<file path="src/rtl/nukv_fifo_writer.sv">
// Write-side adapter for nukv_fifogen: ready/valid in, FIFO write port out, with a local
// buffer that absorbs the one-cycle-late almost-full. Stats enabled by NUKV_FIFO_WRITER_STATS_EN.
module nukv_fifo_writer #(
  parameter int ADDR_BITS    = 3,
  parameter int DATA_SIZE    = 16,
  parameter int RESUME_DELAY = 2
) (
  input  logic                 clk,
  input  logic                 rst,
  input  logic [DATA_SIZE-1:0] s_axis_tdata,
  input  logic                 s_axis_tvalid,
  output logic                 s_axis_tready,
  output logic [DATA_SIZE-1:0] m_axis_tdata,
  output logic                 m_axis_tvalid,
  input  logic                 m_axis_tready,
  input  logic                 m_axis_talmostfull,
  output logic [ADDR_BITS:0]   buf_count,
  output logic [31:0]          stall_count,
  output logic [ADDR_BITS:0]   max_occupancy
);
  localparam int DEPTH = 2 ** ADDR_BITS;
  localparam logic [ADDR_BITS:0] FULL_CNT = (ADDR_BITS + 1)'(DEPTH);
  localparam logic [3:0] RESUME_CNT = 4'(RESUME_DELAY);

  typedef enum logic {FLOW, HOLD} state_t;

  state_t               state_q, state_d;
  logic [3:0]           resume_q, resume_d;
  logic                 af_q;
  logic                 pend_q, pend_d;
  logic [ADDR_BITS-1:0] wr_ptr_q, wr_ptr_d, rd_ptr_q, rd_ptr_d;
  logic [ADDR_BITS:0]   count_q, count_d;
  logic [DATA_SIZE-1:0] mem_q [DEPTH];
  logic                 push, pop;

  always_comb begin
    s_axis_tready = (count_q != FULL_CNT);
    // An offered word stays valid until taken, even if HOLD is entered meanwhile.
    m_axis_tvalid = (count_q != '0) && ((state_q == FLOW) || pend_q);
    m_axis_tdata  = mem_q[rd_ptr_q];
    push          = s_axis_tvalid && s_axis_tready;
    pop           = m_axis_tvalid && m_axis_tready;
    pend_d        = m_axis_tvalid && !m_axis_tready;
    wr_ptr_d      = push ? wr_ptr_q + 1'b1 : wr_ptr_q;
    rd_ptr_d      = pop ? rd_ptr_q + 1'b1 : rd_ptr_q;
    count_d       = count_q;
    if (push && !pop) count_d = count_q + 1'b1;
    else if (!push && pop) count_d = count_q - 1'b1;
  end

  always_comb begin
    state_d  = state_q;
    resume_d = resume_q;
    case (state_q)
      FLOW: begin
        resume_d = '0;
        if (af_q) state_d = HOLD;
      end
      HOLD: begin
        if (af_q) resume_d = '0;
        else if (resume_q == RESUME_CNT) begin
          state_d  = FLOW;
          resume_d = '0;
        end else resume_d = resume_q + 1'b1;
      end
      default: state_d = FLOW;
    endcase
  end

  always_ff @(posedge clk) begin
    if (rst) begin
      state_q  <= FLOW;
      resume_q <= '0;
      af_q     <= 1'b0;
      pend_q   <= 1'b0;
      wr_ptr_q <= '0;
      rd_ptr_q <= '0;
      count_q  <= '0;
    end else begin
      state_q  <= state_d;
      resume_q <= resume_d;
      af_q     <= m_axis_talmostfull;
      pend_q   <= pend_d;
      wr_ptr_q <= wr_ptr_d;
      rd_ptr_q <= rd_ptr_d;
      count_q  <= count_d;
    end
  end

  always_ff @(posedge clk) begin
    if (!rst && push) mem_q[wr_ptr_q] <= s_axis_tdata;
  end

  assign buf_count = count_q;

`ifdef NUKV_FIFO_WRITER_STATS_EN
  logic [31:0]        stall_q, stall_d;
  logic [ADDR_BITS:0] max_q, max_d;

  always_comb begin
    stall_d = stall_q;
    if ((state_q == HOLD) && (count_q != '0) && (stall_q != '1)) stall_d = stall_q + 1'b1;
    max_d = (count_q > max_q) ? count_q : max_q;
  end

  always_ff @(posedge clk) begin
    if (rst) begin
      stall_q <= '0;
      max_q   <= '0;
    end else begin
      stall_q <= stall_d;
      max_q   <= max_d;
    end
  end

  assign stall_count   = stall_q;
  assign max_occupancy = max_q;
`else
  assign stall_count   = '0;
  assign max_occupancy = '0;
`endif
endmodule
</file>
<file path="config.mk">
export PLATFORM = sky130hd
export DESIGN_NAME = nukv_fifo_writer
export DESIGN_NICKNAME = d
export VERILOG_FILES = /design/src/rtl/nukv_fifo_writer.sv
export SDC_FILE = /design/constraint.sdc
export NUM_CORES = 1
export LEC_CHECK = 0
export ABC_CLOCK_PERIOD_IN_PS = 5900
export CORE_MARGIN = 4
export CORE_UTILIZATION = 55
export CTS_BUF_LIST = sky130_fd_sc_hd__clkbuf_2 sky130_fd_sc_hd__clkbuf_4 sky130_fd_sc_hd__clkbuf_8
export DETAILED_ROUTE_END_ITERATION = 6
export DONT_BUFFER_PORTS = 1
export PLACE_DENSITY = 0.68
export SKIP_CTS_REPAIR_TIMING = 1
export SLEW_MARGIN = 20
export SYNTH_ARGS = -nofsm -noshare
export SYNTH_HDL_FRONTEND = slang
export SYNTH_SLANG_ARGS = --single-unit
</file>
<file path="constraint.sdc">
create_clock -name clk -period 5.9 [get_ports clk]
set_input_delay 0.59 -clock clk [delete_from_list [all_inputs] [get_ports clk]]
set_output_delay 0.59 -clock clk [all_outputs]
set_load 0.005 [all_outputs]
</file>
# --- Word level (Yosys, flattened, before mapping) ---
# Memory sizes are Yosys's and may differ from the RTL's. A register that Yosys moved wholly into a read port is not among the register bits.
# Cells that the tools add are included.
totals:
  ramBits: 128
  wordCells: 43
  inputBits: 21
  ff_bits: 17
  latchBits: 0
  romBits: 0
  memories: 1
  output_inout_bits: 58
memory_table:
  columns: ["name", "words", "width", "read_ports", "rd_ports_with_merged_regs", "wr", "line", "source"]
  rows:
  - ["mem_q", 8, 16, 1, 1, 1, "33", "logic [DATA_SIZE-1:0] mem_q [DEPTH];"]
classes:
  n_lt_le_gt_ge: 0
  n_bitwise: 1
  eq_ne: 2
  mul: 0
  n_reduce_logical: 14
  n_mux: 13
  shifts: 0
  n_div: 0
  n_addsub: 5
ops:
  columns: ["op", "n"]
  rows:
  - ["$mux W4", 4]
  - ["$add A4 B1 Y4 const B", 2]
  - ["$pmux W4 S2", 1]
  - ["$logic_and A1 B1 Y1", 7]
  - ["$add A3 B1 Y3 const B", 2]
  - ["$mux W3", 2]
  - ["$mux W1", 5]
  - ["$eq A4 B2 Y1 const B", 1]
  - ["$logic_not A1 Y1", 4]
  - ["$ne A4 B4 Y1 const B", 1]
  - ["$reduce_bool A4 Y1", 1]
  - ["$sub A4 B1 Y4 const B", 1]
  - ["$pmux W1 S2", 1]
  - ["$reduce_bool A2 Y1", 1]
  - ["$logic_or A1 B1 Y1", 1]
  - ["$not A1 Y1", 1]

# --- Depth between registers and ports, before layout ---
depth:
  word_depth: 7
  mapped_depth: 11
  depth_no_buf: 10

# --- Worst setup path after synthesis ---
# OpenSTA, ideal clock, no wires.
synth_timing:
  path_kind: "input port to flip-flop"
  startpoint: "input rst"
  endpoint: "memory mem_q[0][0] (enable)"
  path_buffers: 1
  required_ns: 5.491
  path_stages: 3
  path_slack_ns: 3.259
  setup_time_ns: 0.409
  arrival_ns: 2.232
  path_cell_list: "clkbuf_1 > or3_1 > nor3_1"
synth_between:
  elab_chain_cells: 4
synth_rtl:
  columns: ["item", "line", "source"]
  rows:
  - ["start: declaration", "9", "input logic rst,"]
  - ["$logic_not A1 Y1", "91", "if (!rst && push) mem_q[wr_ptr_q] <= s_axis_tdata;"]
  - ["$logic_and A1 B1 Y1", "91", null]
  - ["$mux W1", "91", null]
  - ["$mux W1 (not written as such)", "91", null]
  - ["end: declaration", "33", null]
# No other way between the ends.

==> out/summary.txt <==
Critical path arrival - 2390 ps
Worst IR Drop VDD - 0.282 mV
Die Y - 113 µm
CP max stage cell - dfxtp_2
Placed Instances - 461
Yosys warns - 0
Pin count of the biggest net entering global routing - 33
Final Worst Setup Slack - 2920 ps
Place WS - 3000 ps
Hpwl dp - 5830 µm
Latest clock arrival within the worst-skew pair - 420 ps
Hold Path Class - in2reg
Final Max Slew Viols - 0
Row count - 38
Nature of the critical path endpoint - output port
Fillers - 796
Final hold slack - 228 ps
Synthesized flop and latch total - 148
# setup viols final - 0
WL per Instance - 19.8 µm
Fmax - 0.335 GHz
RSZ-0062 raised after global routing - no
Delay of the slowest cell on the worst path - 970 ps
Core ar. - 10800 µm²
# nets final - 369
IO buf count - 0
Leak Pwr - 2.20 nW
Startpoint types - register
Synth Instances - 327
Layout cell share with drive strength beyond 1 - 17.8%
Ports - 79
Initial antenna violation count - 0
Req. time, crit path - 5310 ps
CTS tree - yes
Vias - 2706
Final worst path period need - 2980 ps
Initial DRC Count - 180
Clock Skews - 7.61 ps
H-tree lvl count - 4
Global route total overflow - 0
Die W - 113 µm
Avg Cell Area, Syn - 18.7 µm²
Vias in the first global route - 2746
Number of max-cap violations - 0
Status - finished, final reports clean
Routability cong. - 0.710
GRT Total Usage - 16.3%
Clk root buf - clkbuf_8
Synth-to-layout area growth - 6.91%
Routed Wire Length - 9770 µm
Pre-antenna DRT Iters - 4
Setup_tns - 0 ps
Final hold violation count - 0
Finished Layout Cells - 493
Vias/cell - 5.49
Antenna cell count - 0
Full die area - 12900 µm²
Setup CP Type - reg2out
Synthesized area - 6110 µm²
Sequential element share of the synthesized area - 69.5%
Worst-path clk slew - 70 ps
Crit-path max FO - 32
Final period util - 50.6%
# clock sinks - 148
CP Cell Sequence - mux4_1, mux2_2
Post-route DRC - 0
PD cells - 366 nW/µm²
Max_slew headroom - 34.4%
Worst Tran Pin Value - 984 ps
Initial Util - 56.3%
First-pass GRT wire length - 15200 µm
Routed Antenna Nets - 0
Synth cell types - 31
Total CTS buffers - 17
Max clock buf depth - 2
flip-flops by register name, summed over array words and instances, names as in the netlist, named ones only:
register and cells:
mem_q 128, buf_count 4, resume_q 4, rd_ptr_q 3, wr_ptr_q 3, af_q 1, pend_q 1, state_q 1
layer usage:
metal / global-route usage (%) / wire (µm)
met1: 20.5 / 4130
met2: 26.7 / 4970
met3: 5.19 / 540
met4: 5.77 / 136
met5: 0 / 0
area by class of cell:
type	count	area (µm²)	area share (%)
tap	140	175	2.68
multi-input combinational	162	1650	25.3
clock inverter	14	143	2.19
clock buffer	18	241	3.70
inverter	3	11.3	0.173
sequential	148	4250	65.1
timing repair buffer	8	60.1	0.920
stage by stage:
step / total power [mW] / instance area (µm²) / utilization [%]
5_1_grt: 2.51 / 6530 / 60.2
6_report: 2.39 / 6530 / 60.2
4_1_cts: 2.42 / 6530 / 60.2
3_5_place_dp: 1.68 / 6140 / 56.7
3_3_place_gp: 1.67 / 6140 / 56.7
2_1_floorplan: 1.63 / 6240 / -
power by group:
| part | leakage, nW | switching [mW] | internal (mW) |
|---|---|---|---|
| clock | 0.191 | 0.336 | 0.411 |
| sequential | 1.32 | 0.0921 | 1.19 |
| combinational | 0.690 | 0.143 | 0.215 |
cell usage in the layout (no fill, tap or decap), drive strengths merged, types with 2 or more instances in the layout:
cell	instances
a21oi	5
bufinv	3
xor2	5
nor4	2
xnor2	3
edfxtp	128
clkinvlp	2
mux2	17
nand2	7
nor2b	3
ha	7
nor2	25
inv	3
conb	36
clkbuf	18
nand3	7
nor3	5
clkinv	9
buf	8
mux4	32
dfxtp	20
cell usage after synthesis, drive strengths merged:
cell type	n	share of area (%)
nor4	2	0.20
a21oi	5	0.41
mux4	32	14
or3	1	0.10
nand2	7	0.55
nor2b	3	0.31
clkbuf	6	0.41
edfxtp	128	63
conb	1	0.061
a31oi	1	0.10
fa	1	0.33
xor2	5	0.72
or3b	1	0.14
xnor2	3	0.43
or4b	1	0.16
ha	7	1.4
nor2	25	1.5
nand3	7	0.57
dfxtp	20	6.6
nor3	5	0.41
nand3b	1	0.12
buf	43	5.3
a211oi	1	0.12
mux2	17	3.1
mux2i	1	0.16
inv	3	0.18
logic make-up (layout without fill, tap and decap cells):
group           Yosys count  after routing  synth area share [%]
other cells               1             36                0.0614
mux                      50             50                  16.8
simple gates             53             53                  4.12
xor+xnor                  8              8                  1.15
buf+inv                  52             43                  5.94
compound gates            7              7                 0.635
fa+ha+maj                 8              8                  1.76
flops                   148            148                  69.5
worst max-delay path, delay by kind of cell, from the launching register on:
family,cells,cell delay [ps]
DFF,1,970
muxes,2,980
final timing paths:
path | startpoint | endpoint | slack [ps] | cells past startpoint
max | register | m_axis_tdata[1] | 2920 | 2
min | rst | register | 230 | 1
max reg2reg | buf_count[0]$_SDFFE_PP0P_ | buf_count[3]$_SDFFE_PP0P_ | 3000 | 10
min reg2reg | resume_q[0]$_SDFF_PP0_ | resume_q[0]$_SDFF_PP0_ | 460 | 1
Note: power is estimated with default switching activity, not from simulation.
